===== config.mk =====
export PLATFORM = sky130hd
export DESIGN_NAME = counter_sync_up_mod
export DESIGN_NICKNAME = d
export VERILOG_FILES = /design/src/rtl/counter_pkg.sv /design/src/rtl/flipflop_d_pos_clk_pos_rst.sv /design/src/rtl/counter_sync_up_mod.sv
export SDC_FILE = /design/constraint.sdc
export NUM_CORES = 1
export LEC_CHECK = 0
export BUFFER_PORTS_ARGS = -buffer_cell sky130_fd_sc_hd__buf_4
export CAP_MARGIN = 20
export CORE_AREA = 2 2 39 41
export DETAILED_ROUTE_END_ITERATION = 10
export DIE_AREA = 0 0 41 43
export GPL_TIMING_DRIVEN = 0
export PLACE_DENSITY = 0.49
export RECOVER_POWER = 50
export SETUP_SLACK_MARGIN = 0.5
export SYNTH_ARGS = -nofsm -noshare
export SYNTH_HDL_FRONTEND = slang
export SYNTH_SLANG_ARGS = --single-unit

===== constraint.sdc =====
create_clock -name Clk -period 1.15 [get_ports Clk]
set_input_delay 0.23 -clock Clk [delete_from_list [all_inputs] [get_ports Clk]]
set_output_delay 0.23 -clock Clk [all_outputs]
set_load 0.01 [all_outputs]

===== src/rtl/counter_pkg.sv =====
// Shared constants and types for the synchronous modulo-N up counter.
// Holds default WIDTH/MODULUS, the count_t type and the terminal value.
package counter_pkg;

   localparam int DEF_WIDTH   = 4;
   localparam int DEF_MODULUS = 16;

   typedef logic [DEF_WIDTH-1:0] count_t;

   localparam count_t TC_VALUE = count_t'(DEF_MODULUS - 1);

endpackage


===== src/rtl/flipflop_d_pos_clk_pos_rst.sv =====
// Single D flip-flop: rising-edge clock, asynchronous active-high reset.
// Ports: clk, rst (async, high), d (data in), q (registered out).
module flipflop_d_pos_clk_pos_rst (
   input  logic clk,
   input  logic rst,
   input  logic d,
   output logic q
);

   always_ff @(posedge clk or posedge rst) begin
      if (rst) q <= 1'b0;
      else     q <= d;
   end

endmodule


===== src/rtl/counter_sync_up_mod.sv =====
// Fully clocked modulo-MODULUS up counter built from D flip-flop cells.
// Ports: Clk, Clr (async high), En, Load, D -> count, Tc, Co, Wrap.
// Optional parallel load compiled in with COUNTER_SYNC_UP_LOAD_EN.
module counter_sync_up_mod
   import counter_pkg::*;
#(
   parameter int WIDTH   = DEF_WIDTH,
   parameter int MODULUS = DEF_MODULUS
) (
   input  logic             Clk,
   input  logic             Clr,
   input  logic             En,
   input  logic             Load,
   input  logic [WIDTH-1:0] D,
   output logic [WIDTH-1:0] count,
   output logic             Tc,
   output logic             Co,
   output logic             Wrap
);

   localparam logic [WIDTH-1:0] TC  = WIDTH'(MODULUS - 1);
   localparam logic [WIDTH-1:0] ONE = WIDTH'(1);

   logic [WIDTH-1:0] nxt;
   logic             wrap_nxt;

   assign Tc = (count == TC);
   assign Co = Tc & En;

`ifndef COUNTER_SYNC_UP_LOAD_EN
   // Load and D stay on the interface but drive nothing here.
   logic unused_load;
   assign unused_load = ^{Load, D};
`endif

   always_comb begin
      nxt      = count;
      wrap_nxt = 1'b0;
`ifdef COUNTER_SYNC_UP_LOAD_EN
      // Load outranks En; values past the terminal are clamped.
      if (Load) begin
         nxt = (D > TC) ? TC : D;
      end else
`endif
      if (En) begin
         if (Tc) begin
            nxt      = '0;
            wrap_nxt = 1'b1;
         end else begin
            nxt = count + ONE;
         end
      end
   end

   for (genvar i = 0; i < WIDTH; i++) begin : g_bit
      flipflop_d_pos_clk_pos_rst u_ff (
         .clk (Clk),
         .rst (Clr),
         .d   (nxt[i]),
         .q   (count[i])
      );
   end

   flipflop_d_pos_clk_pos_rst u_wrap (
      .clk (Clk),
      .rst (Clr),
      .d   (wrap_nxt),
      .q   (Wrap)
   );

endmodule

==> results_dict.tcl, run 1 <==
set metrics [dict create \
    synth_top_area_cell "dfrtp_1" \
    drive_gt1_share_pct 80.0 \
    period_needed_ns 1.37 \
    grt_usage_pct 9.27 \
    synth_adder_area_share_pct 4.98 \
    die_w_um 41 \
    yosysTopAreaCellShare_pct 49.8 \
    vias 235 \
    fillers 139 \
    antenna_found_initial 0 \
    clock_path_buffers 2 \
    ir_drop_v 0.000828 \
    final_common_cell "buf_4" \
    synth_compound_area_share_pct 7.96 \
    grt_max_degree 7 \
    drt-total-wl_um 567 \
    p_leak_nw 0.242 \
    setup_violations 5 \
    timing.max_cap.violations 0 \
    drt_iter0_drc 4 \
    timing.final.ws_setup_ns -0.219 \
    core-area_sq_um 1380 \
    synthCells 25 \
    clockRootBuffer "clkbuf_4" \
    num-nets-final 55 \
    max_stage_delay_ns 0.42 \
    synth_xor_area_share_pct 3.48 \
    status "finished, violations left" \
    synth-seq-area-share_pct 49.8 \
    hold_ws_ns -0.118 \
    hold_class "input pin to async pin" \
    synth_warnings 0 \
    grt_pass1_vias 224 \
    synth_area_sq_um 251 \
    htreeDepth 1 \
    crit_fanout 3 \
    path_cells "ha_4, and3_4, buf_6" \
    violations "hold timing, setup timing" \
    viasPerCell 3.85 \
    power.density_nw_per_um2 2360 \
    cts_made_buffers 3 \
    ys_types 13 \
    critPathArrivalTime_ns 1.14 \
    ioPinCount 15 \
    cts_tree "yes" \
    layout_common_cells "buf_4 (10), buf_6 (9), clkbuf_4 (4), dfrtp_2 (4)" \
    io_buffers 9 \
    synthMuxAreaShare_pct 4.48 \
    critPathLaunchType "register" \
    rsz0062_at_grt "yes" \
    drv_slew 0 \
    end_kind "output pin" \
    synth_area_per_cell_sq_um 10.1 \
    die_h_um 43 \
    critPathSlowestCell "dfrtp_2" \
    max_freq_mhz 730 \
    synth_top_family_by_area "simple AND/OR/NAND/NOR gates" \
    globalRoute.totalOverflow 0 \
    post-route-drc-count 0 \
    place_hpwl_um 373 \
    clk_latency_ns 0.25 \
    n_antenna_cell 0 \
    first_pass_iters 4 \
    antenna_left 0 \
    avgRoutedWirePerCell_um 9.30 \
    gp_congestion 0.710 \
    power_mw 1.21 \
    relSlewSlack_pct 86.7 \
    synth_seq_cells 5 \
    synth.net_count 34 \
    dieArea_sq_um 1760 \
    tightestPinTransition_ns 0.199 \
    cts.sinks 5 \
    hold_viol_final 5 \
    clkTransAtPathRegs_ns 0.05 \
    skew_ns 0.00425 \
    min_period_over_period_pct 119 \
    synthTopCellsByArea "dfrtp_1 (50%), buf_4 (12%), o21ai_1 (6.0%)" \
    syn_to_final_growth_pct 103 \
    cp.required_ns 0.92 \
    synthSimpleGateAreaFrac_pct 15.9 \
    placementRows 14 \
    crit_type "register to output pin" \
    floorplan.initialDensity_pct 18.2 \
    grt_pass1_wl_um 972 \
]
[routing by layer]
metal  GRT usage (%)  up-vias  wire length, um
met3            7.85        0               47
met1            10.4      104              235
li1                -      122                -
met2            11.3        9              283
met5               0        -                0
met4            6.00        0                0
[worst paths after layout]
kind                                      start              end  cells after the start  slack, ns
worst max-delay path            g_bit[0].u_ff.q               Tc                      3      -0.22
min in group Clk                             En  g_bit[2].u_ff.q                      3       0.29
worst min-delay path                        Clr  g_bit[3].u_ff.q                      2      -0.12
max in group asynchronous                   Clr  g_bit[1].u_ff.q                      2       1.07
worst max register to register  g_bit[0].u_ff.q  g_bit[0].u_ff.q                      5      -0.04
worst min register to register  g_bit[3].u_ff.q  g_bit[3].u_ff.q                      1       0.51
[timing repair]
action,4_1_cts,5_1_grt
buffers inserted,6,1
resized for setup,10,5
endpoints found under the hold margin,5,5
pin swaps,4,2
endpoints found under the setup margin,12,12
[cell families (layout without fill, tap and decap cells)]
kind of cell	after synthesis	after routing
and+or+nand+nor	8	8
adders and majority gates	1	1
DFF	5	5
AOI/OAI and AO/OA	4	4
buffers and inverters	5	25
xor gates and xnor gates	1	1
muxes	1	1
[per-stage QoR]
step	worst slack [ns]	std cells	setup TNS [ns]	cell area [sq um]	util, %
6_report	-0.219	61	-0.719	510	36.9
5_1_grt	-0.258	61	-1.04	510	36.9
4_1_cts	-0.220	60	-0.707	484	35.0
3_5_place_dp	-0.0351	50	-0.0351	380	27.5
3_3_place_gp	-0.0307	50	-0.0307	380	27.5
2_1_floorplan	0.129	25	0	293	-
[critical path: cells and delay by family, from the launching register on]
kind	cells	cell delay, ns
DFF	1	0.42
buffers and inverters	1	0.11
and+or+nand+nor	1	0.18
adders and majority gates	1	0.17
[sequential cells by signal, indices dropped and copies added, names as in the netlist]
name	count
g_bit.u_ff.q	4
u_wrap.q	1
[where the power goes]
part           switching [mW]  internal (mW)  leakage (nW)
registers              0.0770          0.252        0.0577
logic                   0.226          0.433         0.169
clock network          0.0849          0.132        0.0150
[layout make-up]
type / instances / area, sq um / share of cell area (%)
Clock buffer: 4 / 26.3 / 5.15
Buffer: 4 / 37.5 / 7.35
Inverter: 1 / 3.75 / 0.735
Tap cell: 16 / 20.0 / 3.92
Timing Repair Buffer: 16 / 146 / 28.7
Sequential cell: 5 / 130 / 25.5
Multi-Input combinational cell: 15 / 146 / 28.7
[cell usage after synthesis]
| cell | count |
|---|---|
| nand2_1 | 3 |
| nor2_1 | 1 |
| nand2b_1 | 2 |
| and3_1 | 1 |
| inv_1 | 1 |
| buf_4 | 4 |
| nand4_1 | 1 |
| xnor2_1 | 1 |
| mux2_2 | 1 |
| a21oi_1 | 1 |
| o21ai_1 | 3 |
| ha_1 | 1 |
| dfrtp_1 | 5 |
Power figures use the tool's default switching activity.
==> inputs of run 2 (changes only) <==
- clock period: 1.15 -> 1.4 ns (I/O delays scaled with it)
==> run 2 against run 1 <==
The flow finishes with violations (setup timing). Combinational power down 22%. Utilization down 1.8 points. Critical path depth unchanged. Register-to-register slack better by 0.35 ns. Final cell count down 1.6%. Clock skew down 0.0017 ns. Largest cell class unchanged. Sequential power down 18%. Largest power group unchanged. Routed wire length up 9.7%. First-iteration DRC count down 25%. Global-route usage about the same. Count of clock-buffer cells in the layout unchanged. Power down 21%.
==> results_dict.tcl, run 2 (synthesis results as in run 1) <==
set metrics [dict create \
    max_stage_delay_ns 0.42 \
    first_pass_iters 4 \
    gp_congestion 0.693 \
    stdcell_area_sq_um 485 \
    path_cells "ha_4, and3_4, buf_6" \
    max_freq_mhz 709 \
    timing.max_cap.violations 0 \
    clockRootBuffer "clkbuf_4" \
    layout_common_cells "buf_4 (11), buf_6 (6), clkbuf_4 (4)" \
    critPathLaunchType "register" \
    num-nets-final 54 \
    antenna_found_initial 0 \
    crit_fanout 3 \
    place_area_sq_um 363 \
    io_buffers 9 \
    final_common_cell "buf_4" \
    clock_path_buffers 2 \
    r2r-end "g_bit[0].u_ff.q" \
    critPathArrivalTime_ns 1.13 \
    cts_made_buffers 3 \
    die_w_um 41 \
    grt_usage_pct 9.26 \
    reg_top3 "g_bit.u_ff.q (4), u_wrap.q (1)" \
    placementRows 14 \
    ir_drop_v 0.000593 \
    rsz0062_at_grt "yes" \
    clk_latency_ns 0.24 \
    post-route-drc-count 0 \
    end_kind "output pin" \
    clkTransAtPathRegs_ns 0.05 \
    skew_ns 0.00250 \
    layout.cells.non_filler 60 \
    period_needed_ns 1.41 \
    critical-path-top-delay-family "flip-flops" \
    antenna_left 0 \
    vias 252 \
    timing.final.ws_setup_ns -0.00978 \
    floorplan.initialDensity_pct 18.2 \
    r2r_start "g_bit[1].u_ff.q" \
    power.density_nw_per_um2 1970 \
    viasPerCell 4.20 \
    top_register "g_bit.u_ff.q" \
    violations "setup timing" \
    rrSetupSlack_ns 0.31 \
    status "finished, violations left" \
    place_hpwl_um 355 \
    avgRoutedWirePerCell_um 10.4 \
    grt_max_degree 7 \
    crit_type "register to output pin" \
    critPathBufInv 1 \
    p_leak_nw 0.233 \
    drv_slew 0 \
    syn_to_final_growth_pct 93.0 \
    drive_gt1_share_pct 72.7 \
    cp.required_ns 1.12 \
    dieArea_sq_um 1760 \
    die_h_um 43 \
    globalRoute.totalOverflow 0 \
    n_antenna_cell 0 \
    reg2reg_depth 4 \
    cts.sinks 5 \
    hold_depth 3 \
    drt-total-wl_um 622 \
    core-area_sq_um 1380 \
    place_inst 50 \
    setup_violations 1 \
    hold_viol_final 0 \
    min_from "En" \
    worstHoldEndpoint "g_bit[2].u_ff.q" \
    ioPinCount 15 \
    grt_pass1_wl_um 952 \
    largest_register_ffs 4 \
    tightestPinTransition_ns 0.197 \
    drt_iter0_drc 3 \
    fillers 149 \
    relSlewSlack_pct 86.9 \
    grt_pass1_vias 216 \
    cts_tree "yes" \
    critPathSlowestCell "dfrtp_2" \
    htreeDepth 1 \
    hold_class "input pin to register" \
    min_period_over_period_pct 101 \
]
## run 2: changes by cell type in the layout (fill, tap and decap cells not counted), sizes merged
cell,change
buf,-2
dlygate4sd3,+1
## run 2: routing by layer
layer	wire length [um]	up-vias	global-route usage, %
met5	0	-	0
met4	14	0	12.0
met3	40	2	4.71
met2	314	10	10.9
met1	251	124	9.74
li1	-	116	-
## run 2: per-stage QoR
stage	hold slack [ns]	total power [mW]	utilization [%]	TNS (ns)	worst slack [ns]
6_report	0.330	0.955	35.1	-0.00978	-0.00978
5_1_grt	0.329	1.03	35.1	-0.0619	-0.0441
4_1_cts	0.322	0.918	33.3	-0.0142	-0.0142
3_5_place_dp	0.204	0.609	26.2	0	0.170
3_3_place_gp	0.203	0.608	26.2	0	0.169
2_1_floorplan	0.0585	0.487	-	0	0.341
## run 2: how the worst max path moves through the flow
| stage | startpoint | to | slack (ns) | cells past startpoint |
|---|---|---|---|---|
| CTS | g_bit[0].u_ff.q | Tc | -0.01 | 3 |
| finish | g_bit[1].u_ff.q | Tc | -0.01 | 3 |
| global placement | g_bit[0].u_ff.q | Tc | 0.17 | 3 |
| detailed placement | g_bit[0].u_ff.q | Tc | 0.17 | 3 |
| global route | g_bit[1].u_ff.q | Tc | -0.04 | 3 |
| floorplan | g_bit[0].u_ff.q | Tc | 0.34 | 2 |
## run 2: what timing repair did
item | in CTS | in global routing
gates resized for setup | 10 | 4
buffers inserted | 4 | 1
hold buffers | 1 | 0
endpoints found under the hold margin | 5 | 0
pin swaps | 1 | 2
setup endpoints to repair | 11 | 11
## run 2: final cells by class
cell class,instances,area [sq um],share of cell area (%)
Multi-Input combinational cell,15,139,28.6
Tap cell,16,20.0,4.12
Sequential cell,5,129,26.5
Inverter,1,3.75,0.773
Buffer,4,37.5,7.73
Clock buffer,4,26.3,5.41
Timing Repair Buffer,15,130,26.8
## run 2: tightest hold or removal path, cell delays in order
cell,delay [ns]
buf_4,0.14
nand2_4,0.06
xnor2_2,0.05
## run 2: power by group
group	leakage (nW)	total [mW]	switching [mW]	internal, mW
sequential	0.0590	0.270	0.0659	0.204
clock	0.0150	0.171	0.0632	0.108
combinational	0.159	0.514	0.183	0.331
==> inputs of run 3 (changes only) <==
- SKIP_CTS_REPAIR_TIMING: default -> 1
==> run 3 against run 2 <==
The flow still finishes with violations (setup timing). Combinational power is 4% lower. Critical path depth stayed put. Highest routed layer unchanged. Die area did not move. Hold slack improved by 0.0014 ns. Utilization fell by 0.27 points. Setup slack worse by 0.015 ns. Sequential share of layout area is 0.21 points higher. Routed wire length down 10%. Register-to-register slack better by 0.05 ns. Sequential power grew 3%. Final area shrank 0.77%. Maximum frequency down 1.1%.
==> results_dict.tcl, run 3 (synthesis results as in run 1) <==
set metrics [dict create \
    post-place-ws_ns 0.170 \
    p_leak_nw 0.227 \
    grt_pass1_vias 190 \
    crit_type "register to output pin" \
    place_hpwl_um 355 \
    cp.required_ns 1.12 \
    period_needed_ns 1.43 \
    viasPerCell 3.87 \
    cts_made_buffers 3 \
    io_buffers 9 \
    rsz0062_at_grt "yes" \
    top_register "g_bit.u_ff.q" \
    dieArea_sq_um 1760 \
    setup_violations 1 \
    min_period_over_period_pct 102 \
    syn_to_final_growth_pct 91.5 \
    die_h_um 43 \
    placementRows 14 \
    grt_usage_pct 8.26 \
    skew_ns 0.000231 \
    layout.cells.non_filler 62 \
    antenna_found_initial 0 \
    antenna_left 0 \
    clkTransAtPathRegs_ns 0.04 \
    tightestPinTransition_ns 0.202 \
    drt_iter0_drc 4 \
    grt_max_degree 7 \
    ioPinCount 15 \
    post-route-drc-count 0 \
    multi_input_area_sq_um 116 \
    status "finished, violations left" \
    core-area_sq_um 1380 \
    layout_common_cells "buf_4 (12), buf_6 (7), clkbuf_4 (4)" \
    htreeDepth 1 \
    relSlewSlack_pct 86.5 \
    violations "setup timing" \
    avgRoutedWirePerCell_um 9.02 \
    power.density_nw_per_um2 1950 \
    gp_congestion 0.693 \
    clockRootBuffer "clkbuf_4" \
    globalRoute.totalOverflow 0 \
    cts.sinks 5 \
    drt-total-wl_um 559 \
    num-nets-final 56 \
    cts_tree "yes" \
    critPathArrivalTime_ns 1.15 \
    vias 240 \
    clock_path_buffers 2 \
    drv_slew 0 \
    max_freq_mhz 702 \
    clk_latency_ns 0.24 \
    final_common_cell "buf_4" \
    die_w_um 41 \
    critPathLaunchType "register" \
    timing.max_cap.violations 0 \
    timing.final.ws_setup_ns -0.0251 \
    fillers 152 \
    largest_register_ffs 4 \
    place_area_sq_um 363 \
    hold_ws_ns 0.331 \
    hold_viol_final 0 \
    n_antenna_cell 0 \
    grt_pass1_wl_um 834 \
    end_kind "output pin" \
    area.sequential_sq_um 129 \
    drive_gt1_share_pct 65.2 \
    place_inst 50 \
    crit_fanout 4 \
    floorplan.initialDensity_pct 18.2 \
    stdcell_area_sq_um 482 \
    ir_drop_v 0.000638 \
    first_pass_iters 4 \
    hold_class "input pin to register" \
    reg_top3 "g_bit.u_ff.q (4), u_wrap.q (1)" \
]
-- run 3: cell types whose count changed in the layout (fill, tap and decap cells not counted), sizes merged --
cell	change
buf	+2
-- run 3: per-stage QoR --
step | util, % | setup TNS, ns | total power [mW]
floorplan | - | 0 | 0.487
global placement | 26.2 | 0 | 0.608
detailed placement | 26.2 | 0 | 0.609
CTS | 28.1 | -0.155 | 0.785
global route | 34.8 | -0.111 | 1.03
finish | 34.8 | -0.0251 | 0.941
-- run 3: routing by layer --
layer | GRT usage (%) | vias to the layer above | wire length [um]
li1 | - | 120 | -
met1 | 8.12 | 108 | 232
met2 | 9.38 | 10 | 273
met3 | 4.71 | 2 | 38
met4 | 12.0 | 0 | 14
met5 | 0 | - | 0
-- run 3: final cells by class --
type                       count  share of cell area (%)
buffer                         4                    8.57
clock buffer                   4                    5.45
inverter                       1                   0.779
multi-input combinational     15                    24.2
sequential                     5                    26.8
tap                           16                    4.16
timing repair buffer          17                    30.1
-- run 3: final timing paths --
| check | from | end | slack, ns | cells after the start |
|---|---|---|---|---|
| worst max-delay path | g_bit[1].u_ff.q | Tc | -0.03 | 3 |
| worst min-delay path | En | g_bit[0].u_ff.q | 0.33 | 3 |
| worst max register to register | g_bit[0].u_ff.q | g_bit[3].u_ff.q | 0.36 | 5 |
| worst min register to register | g_bit[3].u_ff.q | g_bit[3].u_ff.q | 0.54 | 1 |
| max in group asynchronous | Clr | g_bit[1].u_ff.q | 0.71 | 3 |
| min in group asynchronous | Clr | g_bit[3].u_ff.q | 0.50 | 3 |
-- run 3: critical path: stages (launching register included) --
cell and delay (ns):
dfrtp_2 0.43, ha_4 0.18, and3_4 0.18, buf_6 0.11
-- run 3: power breakdown --
part | leakage (nW) | switching, mW | internal [mW] | total, mW
clock | 0.0150 | 0.0598 | 0.108 | 0.168
combinational | 0.153 | 0.154 | 0.341 | 0.495
sequential | 0.0590 | 0.0740 | 0.204 | 0.278
total | 0.227 | 0.288 | 0.653 | 0.941
